$ cat config.mk
export PLATFORM = sky130hd
export DESIGN_NAME = led_stack_param
export DESIGN_NICKNAME = d
export VERILOG_FILES = /design/src/rtl/led_stack_param.sv
export SDC_FILE = /design/constraint.sdc
export NUM_CORES = 1
export LEC_CHECK = 0
export BUFFER_PORTS_ARGS = -buffer_cell sky130_fd_sc_hd__buf_2
export CAP_MARGIN = 20
export CORE_MARGIN = 4
export CORE_UTILIZATION = 25
export CTS_CLUSTER_SIZE = 12
export DETAILED_ROUTE_END_ITERATION = 8
export SLEW_MARGIN = 10
export SYNTH_ARGS = -nofsm -noshare
export SYNTH_HDL_FRONTEND = slang
export SYNTH_SLANG_ARGS = --single-unit
$ cat constraint.sdc
create_clock -name clk -period 4.9 [get_ports clk]
set_clock_uncertainty 0.1 [all_clocks]
set_input_delay 0.735 -clock clk [delete_from_list [all_inputs] [get_ports clk]]
set_output_delay 0.735 -clock clk [all_outputs]
set_load 0.01 [all_outputs]
$ cat src/rtl/led_stack_param.sv
// Stacking-light pattern generator for a WIDTH-bit LED bar.
// A dot walks toward the stack, lands on it, the bar fills, holds, then clears or drains.
//
// state    | meaning
// FILL     | dot walking toward the stack; lands and grows the stack by one
// FULL     | all LEDs lit, counting HOLD_TICKS step ticks
// DRAIN    | stack shrinks by one LED per step tick
module led_stack_param #(
    parameter int WIDTH      = 8,
    parameter int PRESCALE   = 1,
    parameter int HOLD_TICKS = 2
) (
    input  logic                       clk,
    input  logic                       rs,
    input  logic                       run,
    input  logic                       dir,
    input  logic                       mode,
    output logic [WIDTH-1:0]           led,
    output logic [$clog2(WIDTH+1)-1:0] level,
    output logic                       step,
    output logic                       pass_done
);
    localparam int KW = $clog2(WIDTH + 1);
    localparam int PW = $clog2(WIDTH);
    localparam int CW = (PRESCALE > 1) ? $clog2(PRESCALE) : 1;
    localparam int HW = $clog2(HOLD_TICKS + 1);

    typedef enum logic [1:0] {
        ST_FILL,
        ST_FULL,
        ST_DRAIN
    } state_t;

    state_t           st, st_n;
    logic [WIDTH-1:0] z, z_n;
    logic [KW-1:0]    k, k_n;
    logic [PW-1:0]    p, p_n;
    logic [HW-1:0]    h, h_n;
    logic [CW-1:0]    cnt, cnt_n;
    logic             dir_r;
    logic             tick;
    logic             end_pass;
    logic             pass_start;
    logic [WIDTH-1:0] img, img_rev;

    assign tick       = run && (cnt == CW'(PRESCALE - 1));
    assign pass_start = (st == ST_FILL) && (k == '0) && (p == PW'(WIDTH - 1));

    always_ff @(posedge clk) begin
        if (rs) begin
            st        <= ST_FILL;
            z         <= '0;
            k         <= '0;
            p         <= PW'(WIDTH - 1);
            h         <= '0;
            cnt       <= '0;
            dir_r     <= 1'b0;
            step      <= 1'b0;
            pass_done <= 1'b0;
        end else begin
            st        <= st_n;
            z         <= z_n;
            k         <= k_n;
            p         <= p_n;
            h         <= h_n;
            cnt       <= cnt_n;
            step      <= tick;
            pass_done <= end_pass;
            // direction is latched only while idling at the start of a pass
            if (pass_start) dir_r <= dir;
        end
    end

    always_comb begin
        st_n     = st;
        z_n      = z;
        k_n      = k;
        p_n      = p;
        h_n      = h;
        cnt_n    = cnt;
        end_pass = 1'b0;
        if (run) cnt_n = tick ? '0 : cnt + CW'(1);
        if (tick) begin
            case (st)
                ST_FILL: begin
                    if (KW'(p) > k) begin
                        p_n = p - PW'(1);
                    end else begin
                        z_n = z | (WIDTH'(1) << k);
                        k_n = k + KW'(1);
                        if (k == KW'(WIDTH - 1)) begin
                            st_n = ST_FULL;
                            h_n  = '0;
                        end else begin
                            p_n = PW'(WIDTH - 1);
                        end
                    end
                end
                ST_FULL: begin
                    h_n = h + HW'(1);
                    if (h == HW'(HOLD_TICKS - 1)) begin
                        if (mode) begin
                            st_n = ST_DRAIN;
                        end else begin
                            st_n     = ST_FILL;
                            z_n      = '0;
                            k_n      = '0;
                            p_n      = PW'(WIDTH - 1);
                            end_pass = 1'b1;
                        end
                    end
                end
                ST_DRAIN: begin
                    z_n = z & ~(WIDTH'(1) << (k - KW'(1)));
                    k_n = k - KW'(1);
                    if (k == KW'(1)) begin
                        st_n     = ST_FILL;
                        p_n      = PW'(WIDTH - 1);
                        end_pass = 1'b1;
                    end
                end
                default: st_n = ST_FILL;
            endcase
        end
    end

    always_comb begin
        img     = (st == ST_FILL) ? (z | (WIDTH'(1) << p)) : z;
        img_rev = '0;
        for (int i = 0; i < WIDTH; i++) img_rev[i] = img[WIDTH-1-i];
        led   = dir_r ? img_rev : img;
        level = k;
    end
endmodule

==> After elaboration in Yosys (flattened, before gate mapping) <==
Cells that the tools add are included.
{ "classes": {"shift": 3, "muxes": 30, "bitwise_logic": 6, "n_lt_le_gt_ge": 1, "add_sub_neg": 5, "n_eq_ne": 12, "n_reduce_logical": 12} }
{ "ops": {"columns": ["operator", "n"], "rows": [
  ["two-way mux 8 bit", 5],
  ["case mux 8 bit (3 select lines)", 1],
  ["OR 8 bit", 2],
  ["<< shifter 1 x 4 -> 8 bit, first input constant", 2],
  ["two-way mux 3 bit", 5],
  ["two-way mux 2 bit", 7],
  ["two-way mux 4 bit", 3],
  ["case mux 4 bit (3 select lines)", 1],
  ["AND reduction 5 bit", 2],
  ["case mux 3 bit (3 select lines)", 1],
  ["AND 8 bit", 1],
  ["!= test 2 bit, second input constant", 4],
  ["NOT 8 bit", 1],
  ["<< shifter 1 x 3 -> 8 bit, first input constant", 1],
  ["case mux 2 bit (3 select lines)", 1],
  ["AND reduction 6 bit", 1],
  ["adder 4 x 1 -> 4 bit, second input constant", 1],
  ["equality test 2 x 1 -> 1 bit, second input constant", 2],
  ["equality test 4 x 1 -> 1 bit, second input constant", 1],
  ["equality test 4 x 3 -> 1 bit, second input constant", 1],
  ["> comparator 3 x 4 -> 1 bit", 1],
  ["logical NOT 4 bit", 1],
  ["two-way mux 1 bit", 4],
  ["case mux 2 bit (2 select lines)", 1],
  ["16 further kinds", 19]
]} }
{ "word_totals": {"output_inout_bits": 14, "word_cells": 78, "reg_bits": 23, "inputBits": 5} }

==> Longest topological paths before layout <==
Gate-level depths: netlist (run 1).
{ "depth": {"word_depth": 5, "mapped_depth": 8, "ltp_nobuf": 7} }

==> Least setup slack after synthesis (run 1) <==
No wires, ideal clock.
{ "synth_path": {"path_type": "reg-to-reg", "start": "register k[2], in the netlist level[2]", "end": "register z[4]", "path_slack_ns": 2.585, "t_required_ns": 4.708, "path_buffers": 1, "stages_incl_launch_ff": 9, "arrival_time_ns": 2.123, "period_less_slack_ns": 2.315, "setup_ns": 0.092, "cell_sequence": "dfxtp_1 > buf_2 > inv_1 > ha_1 > and3b_1 > o21ai_1 > o21ai_2 > or4_1 > o32ai_1"} }
{ "synth_via": {"elab_chain_cells": 5, "word_cells_on_any_way": 11, "cone_classes": "add/sub: 1; order compare: 1; eq/ne: 1; shift: 2; mux: 2; bitwise: 3; reduce/logical: 1"} }
{ "synth_lines": {"columns": ["item", "line", "rtl"], "rows": [
  ["from (decl)", "36", "logic [KW-1:0] k, k_n;"],
  ["from (signal assigned)", "63", "k <= k_n;"],
  ["subtractor 4 x 1 -> 4 bit", "114", "z_n = z & ~(WIDTH'(1) << (k - KW'(1)));"],
  ["<< shifter 1 x 4 -> 8 bit", "114", null],
  ["NOT 8 bit", "114", null],
  ["AND 8 bit", "114", null],
  ["case mux 8 bit (3 select lines)", "84", "case (st)"],
  ["to (signal assigned)", "62", "z <= z_n;"],
  ["to (decl)", "35", "logic [WIDTH-1:0] z, z_n;"]
]} }
Several ways; a longest one is shown, not always the timed one. The select of a mux whose other input is x is not followed.
A chain may end at the register's enable or synchronous reset.

==> Worst setup path in the final report (run 1) <==
{ "layout_path": {"start": "register st[0]", "end": "output port led[6]"} }
{ "layout_via": {"elab_chain_cells": 3} }
{ "layout_lines": {"columns": ["item", "line", "rtl"], "rows": [
  ["from (decl)", "34", "state_t st, st_n;"],
  ["from (signal assigned)", "61", "st <= st_n;"],
  ["logical NOT 2 bit", "128", "img = (st == ST_FILL) ? (z | (WIDTH'(1) << p)) : z;"],
  ["two-way mux 8 bit", "128", null],
  ["two-way mux 8 bit", "131", "led = dir_r ? img_rev : img;"],
  ["to (decl)", "18", "output logic [WIDTH-1:0] led,"]
]} }
No other way between the ends.

==> impl_metrics.csv, run 1 <==
group,metric,value,unit
routing,firstDrtPassIters,4,
timing,tightest_slew,0.585,ns
timing,slew_headroom,0.609,
cts,root_buffer,"clkbuf_8",
cells_and_area,n_antenna_cell,0,
cells_and_area,area_growth,12.1,%
cts,h-tree-depth,1,
grt,grt_max_degree,30,
placement,dp_cells,325,
cells_and_area,layout-drive-gt1-share,0.116,
timing,post-route-period-util,0.565,
placement,place_congestion,0.841,
worst_setup_path,crit_top_cell,"inv_1",
cts,post_cts_resized,0,
worst_setup_path,critPathKind,"reg2out",
pwr,sequentialPowerShare,0.415,
routing,num_vias,1600,
yosys,ys_seq_area_frac,0.258,
placement,portBuffers,18,
pwr,power_leakage,0.796,nW
worst_setup_path,cp-start-kind,"register",
cells_and_area,num-fill-cells,738,
cts,clkSinkCount,23,
routing,totalWireLength,4380,um
grt,grt_pass1_wl,7470,um
pwr,pwr-share-clk,0.212,
worst_setup_path,arrival,1.93,ns
yosys,yosysUniqueCellTypes,41,
cts,clk_latency,0.26,ns
die,fp-row-count,30,
cells_and_area,final-instance-count-excl-fill,329,
hold_path,hp-class,"reg2reg",
cts,tritoncts,"built",
yosys,synth_cells,221,
grt,track_usage,0.105,
timing,fmax,0.361,GHz
timing,grt_setup_unrepaired,"no",
cts,hold_buffers,0,
routing,viasPerCell,4.86,
pwr,total_power,558,uW
grt,grt-ovfl-total,0,
die,die_w,92.6,um
die,core,6870,um2
worst_setup_path,critical_path.cell_chain,"inv_1, ha_1, inv_1, nor2_1, a21oi_1, mux2i_1, buf_2",
timing,drv_slew,0,
routing,ant_nets,0,
pwr,power_density,279,nW/um2
worst_setup_path,worstSetupEndpointType,"output port",
worst_setup_path,crit_path_top_delay_cell,"ha_1",
timing,period_needed,2.77,ns
cts,cts_buffers,3,
yosys,synth_nets,248,
routing,wl_per_cell,13.3,um
job,drv.max_cap_violation_count,0,
yosys,ys_warn_count,0,
timing,setup_violations,0,
pwr,comb_power_share,0.373,
timing,finalHoldViolations,0,
worst_setup_path,cp_num_buf_inv,3,
pwr,switching_share,0.377,
pwr,p_int,348,uW
pwr,p_switching,211,uW
timing,tns,0,ns
routing,drc,0,
placement,post-dp-hpwl,3310,um
routing,drt_iter0_drc,178,
yosys,ys_async_sr_fraction,0,
grt,grt_antenna_before_repair,0,
die,die_area,8570,um2
yosys,synth_edf_count,0,
worst_setup_path,cpPeakStageDelay,0.38,ns
die,start_util,0.260,
yosys,synth_area_per_cell,8.09,um2
worst_setup_path,cp_data_required_time,4.07,ns
pwr,ir_worst_vdd,0.0850,mV
cts,clk_pin_slew,0.08,ns
grt,grt_pass1_vias,1558,
worst_setup_path,cp_top_family,"buffers and inverters",
cells_and_area,nets,261,
cts,cts_buffer_depth,2,
yosys,syn_area,1790,um2
yosys,ys_seq_elements,23,
die,die_y,92.6,um
worst_setup_path,cp_max_fo,11,
yosys,synth_flop_cell,"dfxtp_1",
status,outcome,"finished clean",
cts,post_cts_buffers,0,
die,num_io_pins,19,
## synth_stat cells (2+ instances only)
| library cell | instances | area [um2] |
|---|---|---|
| dfxtp_1 | 23 | 460 |
| ha_1 | 22 | 275 |
| inv_1 | 17 | 63.8 |
| a21oi_1 | 15 | 75.1 |
| nor2_1 | 15 | 56.3 |
| a31oi_1 | 13 | 81.3 |
| nand2_1 | 13 | 48.8 |
| o21ai_0 | 13 | 65.1 |
| mux2i_1 | 11 | 110 |
| clkbuf_1 | 9 | 33.8 |
| nand2b_1 | 8 | 50.1 |
| nand3_1 | 7 | 35.0 |
| o32ai_1 | 5 | 43.8 |
| nand3b_1 | 4 | 30.0 |
| nor3_1 | 4 | 20.0 |
| or4_1 | 4 | 30.0 |
| nor3b_1 | 3 | 22.5 |
| o21ai_1 | 3 | 15.0 |
| o31ai_1 | 3 | 22.5 |
| a211oi_1 | 2 | 15.0 |
| and2_1 | 2 | 12.5 |
| and3_1 | 2 | 12.5 |
| nand2b_4 | 2 | 27.5 |
| nand4b_1 | 2 | 17.5 |
| nor2b_1 | 2 | 12.5 |
| o21a_1 | 2 | 15.0 |
## final cells by class
class	instances	area [um2]	area share
clock buffers	4	45.0	0.0225
well taps	96	120	0.0599
flip-flops and latches	23	460	0.230
repair buffers	18	90.1	0.0449
multi-input cells	171	1220	0.611
inverters	17	63.8	0.0318
## registers in the layout, indices dropped and copies added (netlist names)
| register | count |
|---|---|
| cnt | 1 |
| dir_r | 1 |
| h | 2 |
| level | 4 |
| p | 3 |
| pass_done | 1 |
| st | 2 |
| step | 1 |
| z | 8 |
## cells by family after synthesis
kind of cell | share of synthesized area
mux | 0.0616
fa+ha+maj | 0.154
simple gates | 0.225
compound gates | 0.244
flops | 0.258
buf+inv | 0.0574
## path summary, 6_finish.rpt
kind / startpoint / endpoint / slack, ns / cells after the start
worst max register to register: level[2] / z[5] / 2.29 / 7
worst max-delay path: st[0] / led[6] / 2.13 / 7
worst min register to register: z[3] / z[3] / 0.38 / 2
worst min-delay path: z[3] / z[3] / 0.38 / 2
## layout by cell type, fill, tap and decap left out, types with 2 or more instances in the layout
| cell type | synthesis | routed |
|---|---|---|
| a211oi_1 | 2 | 2 |
| a21oi_1 | 15 | 15 |
| a31oi_1 | 13 | 13 |
| and2_1 | 2 | 2 |
| and3_1 | 2 | 2 |
| buf_2 | 1 | 18 |
| clkbuf_8 | 0 | 3 |
| dfxtp_1 | 23 | 23 |
| ha_1 | 22 | 22 |
| inv_1 | 17 | 17 |
| mux2i_1 | 11 | 11 |
| nand2_1 | 13 | 13 |
| nand2b_1 | 8 | 8 |
| nand2b_4 | 2 | 2 |
| nand3_1 | 7 | 7 |
| nand3b_1 | 4 | 4 |
| nand4b_1 | 2 | 2 |
| nor2_1 | 15 | 15 |
| nor2b_1 | 2 | 2 |
| nor3_1 | 4 | 4 |
| nor3b_1 | 3 | 3 |
| o21a_1 | 2 | 2 |
| o21ai_0 | 13 | 13 |
| o21ai_1 | 3 | 3 |
| o31ai_1 | 3 | 3 |
| o32ai_1 | 5 | 5 |
| or4_1 | 4 | 4 |
## worst register-to-register path: cells and delay by family, from the launching register on
| kind | cells | cell delay (ns) |
|---|---|---|
| flops | 1 | 0.57 |
| fa+ha+maj | 1 | 0.37 |
| buf+inv | 1 | 0.21 |
| compound gates | 4 | 0.78 |
| simple gates | 1 | 0.48 |
## per-stage QoR
stage	hold WS [ns]	setup WS [ns]	area [um2]	util
final	0.385	2.13	2000	0.292
after global routing	0.403	1.96	2000	0.292
after CTS	0.383	2.15	2000	0.292
after detailed placement	0.369	2.37	1960	0.285
after global placement	0.367	2.39	1960	0.285
after floorplan	0.349	2.58	1790	-
## power by group through the flow
stage / registers, mW / logic [mW] / clock network, mW
finish: 0.232 / 0.208 / 0.118
global route: 0.237 / 0.234 / 0.129
CTS: 0.232 / 0.208 / 0.123
detailed placement: 0.237 / 0.206 / 0
global placement: 0.235 / 0.203 / 0
floorplan: 0.224 / 0.154 / 0
## routing by layer
metal | up-vias | track usage | part of all wire
met5 | - | 0 | 0
met4 | 0 | 0.0111 | 0.0032
met3 | 2 | 0.0260 | 0.051
met2 | 36 | 0.180 | 0.45
met1 | 738 | 0.137 | 0.49
li1 | 824 | - | -
No activity file was read; power rests on OpenSTA's default activity.
==> run 2: changes to the inputs <==
--- a/config.mk
+++ b/config.mk
@@ -5,6 +5,7 @@
 export SDC_FILE = /design/constraint.sdc
 export NUM_CORES = 1
 export LEC_CHECK = 0
+export ABC_AREA = 1
 export BUFFER_PORTS_ARGS = -buffer_cell sky130_fd_sc_hd__buf_2
 export CAP_MARGIN = 20
 export CORE_MARGIN = 4
==> constraint.sdc (replaced) <==
create_clock -name clk -period 2.9 [get_ports clk]
set_clock_uncertainty 0.1 [all_clocks]
set_input_delay 0.435 -clock clk [delete_from_list [all_inputs] [get_ports clk]]
set_output_delay 0.435 -clock clk [all_outputs]
set_load 0.01 [all_outputs]
==> impl_metrics.csv, run 2 <==
group,metric,value,unit
worst_setup_path,cp-start-kind,"register",
timing,tns,0,ns
timing,slew_headroom,0.654,
placement,post-dp-hpwl,3420,um
worst_setup_path,rr_worst_depth,10,
yosys,synth_top_area_cell,"dfxtp_1",
grt,grt_max_degree,20,
worst_setup_path,r2r-end,"level[0]",
die,die_w,93.9,um
cells_and_area,nets,334,
worst_setup_path,rr_startpoint,"level[2]",
cts,clk_latency,0.27,ns
cells_and_area,layout_common_cells,"nand2_1 (85), nor2_1 (33), inv_1 (32)",
worst_setup_path,crit_start,"st[0]",
cells_and_area,top_register,"z",
grt,grt_pass1_wl,7870,um
job,drv.max_cap_violation_count,0,
worst_setup_path,worstSetupEndpointType,"output port",
worst_setup_path,cp_data_required_time,2.37,ns
yosys,synth_edf_count,0,
cells_and_area,final_common_cell,"nand2_1",
yosys,synth_nets,318,
routing,num_vias,1789,
worst_setup_path,cp_max_fo,14,
worst_setup_path,endpoint,"led[7]",
die,die_area,8810,um2
yosys,ys_seq_elements,23,
routing,wl_per_cell,10.8,um
yosys,synth_cells,291,
yosys,synth_top_area_share,0.250,
cts,tritoncts,"built",
cts,cts_buffer_depth,2,
cells_and_area,largest_reg_flops,8,
die,start_util,0.255,
placement,place_congestion,0.812,
die,die_y,93.9,um
cells_and_area,layout-drive-gt1-share,0.108,
timing,finalHoldViolations,0,
die,fp-row-count,31,
worst_setup_path,arrival,1.75,ns
yosys,ys_async_sr_fraction,0,
pwr,ir_worst_vdd,0.236,mV
routing,totalWireLength,4380,um
yosys,synth_flop_cell,"dfxtp_1",
cts,clk_pin_slew,0.10,ns
cells_and_area,num-fill-cells,852,
routing,ant_nets,0,
grt,grt-ovfl-total,0,
yosys,synth_area_per_cell,6.33,um2
yosys,ys_top_cells_by_area,"dfxtp_1 (25%), nand2_1 (17%), ha_1 (15%)",
timing,post-route-period-util,0.790,
timing,fmax,0.437,GHz
grt,track_usage,0.108,
routing,drt_iter0_drc,76,
cts,post_cts_buffers,0,
cts,post_cts_resized,0,
die,num_io_pins,19,
routing,drc,0,
timing,tightest_slew,0.519,ns
status,outcome,"finished clean",
placement,dpl_cell_area,2010,um2
yosys,synthTopCellsByCount,"nand2_1 (85), nor2_1 (33), inv_1 (32)",
worst_setup_path,r2r_setup_slack,0.74,ns
cells_and_area,area_growth,11.5,%
pwr,power_leakage,1.02,nW
hold_path,hp-class,"in2reg",
yosys,syn_area,1840,um2
timing,setup_violations,0,
timing,grt_setup_unrepaired,"no",
cells_and_area,design_area,2060,um2
pwr,power_density,637,nW/um2
routing,viasPerCell,4.42,
cts,cts_buffers,3,
cts,h-tree-depth,1,
worst_setup_path,critPathKind,"reg2out",
pwr,total_power,1.31,mW
hold_path,whs_path_depth,2,
placement,portBuffers,18,
cts,root_buffer,"clkbuf_8",
grt,grt_antenna_before_repair,0,
cells_and_area,n_antenna_cell,0,
yosys,yosysUniqueCellTypes,27,
grt,grt_pass1_vias,1849,
routing,firstDrtPassIters,4,
timing,period_needed,2.29,ns
timing,drv_slew,0,
cts,clkSinkCount,23,
yosys,ys_seq_area_frac,0.250,
yosys,ys_warn_count,0,
yosys,yosysMostFrequentCell,"nand2_1",
timing,worst_hold_slack,0.230,ns
die,core,7210,um2
cts,hold_buffers,0,
-- run 2: cell types whose count changed in the layout (fill, tap and decap cells not counted), sizes merged, moves of 4 or more --
cell    before  now
nand2       13   86
nand3        7   30
nor2        15   36
inv         17   36
mux2i       11    0
a31oi       13    3
nand2b      10    0
o32ai        5    0
nor3b        4    0
or4          4    0
-- run 2: kinds of logic (layout without fill, tap and decap cells) --
group / count (synthesis) / count (layout) / share of synthesized area
xor gates and xnor gates: 1 / 1 / 0.00475
and+or+nand+nor: 160 / 160 / 0.378
buffers and inverters: 45 / 60 / 0.105
AOI/OAI and AO/OA: 40 / 40 / 0.113
DFF: 23 / 23 / 0.250
adders and majority gates: 22 / 22 / 0.149
-- run 2: how the worst min path moves through the flow --
stage / to / startpoint / slack, ns
6_report: cnt / run / 0.23
5_1_grt: cnt / run / 0.23
4_1_cts: cnt / run / 0.23
3_5_place_dp: cnt / cnt / 0.33
3_3_place_gp: cnt / cnt / 0.32
2_1_floorplan: cnt / cnt / 0.31
-- run 2: where the power goes --
part	total [mW]	leakage, nW	internal, mW	switching (mW)
clock network	0.213	0.0217	0.0974	0.115
registers	0.417	0.187	0.353	0.0634
logic	0.680	0.814	0.227	0.453
total	1.31	1.02	0.678	0.632
-- run 2: worst max-delay path, cell delays in order (launching register included) --
cell and delay [ns]:
dfxtp_1 0.34, inv_1 0.10, ha_1 0.49, nand3_1 0.17, nand2_1 0.12, nand2_1 0.05
o21ai_0 0.06, buf_2 0.15
-- run 2: per-layer routing --
metal,up-vias,routed length [um],GRT usage
li1,961,-,-
met1,797,2040,0.125
met2,23,2150,0.199
met3,8,103,0.0200
met4,0,90,0.0361
met5,-,0,0
-- run 2: stage by stage --
stage               utilization  setup WS, ns  std cells
floorplan                     -         0.961        291
CTS                       0.285         0.574        405
detailed placement        0.278         0.794        401
finish                    0.285         0.610        405
global placement          0.278         0.867        401
global route              0.285         0.367        405
-- run 2: area by class of cell --
class                      instances  area (um2)  area share
inverter                          38         143      0.0694
timing repair buffer              18        90.1      0.0438
sequential                        23         460       0.224
clock buffer                       3        41.3      0.0201
multi-input combinational        223        1190       0.579
clock inverter                     1        7.51     0.00365
tap                               99         124      0.0603
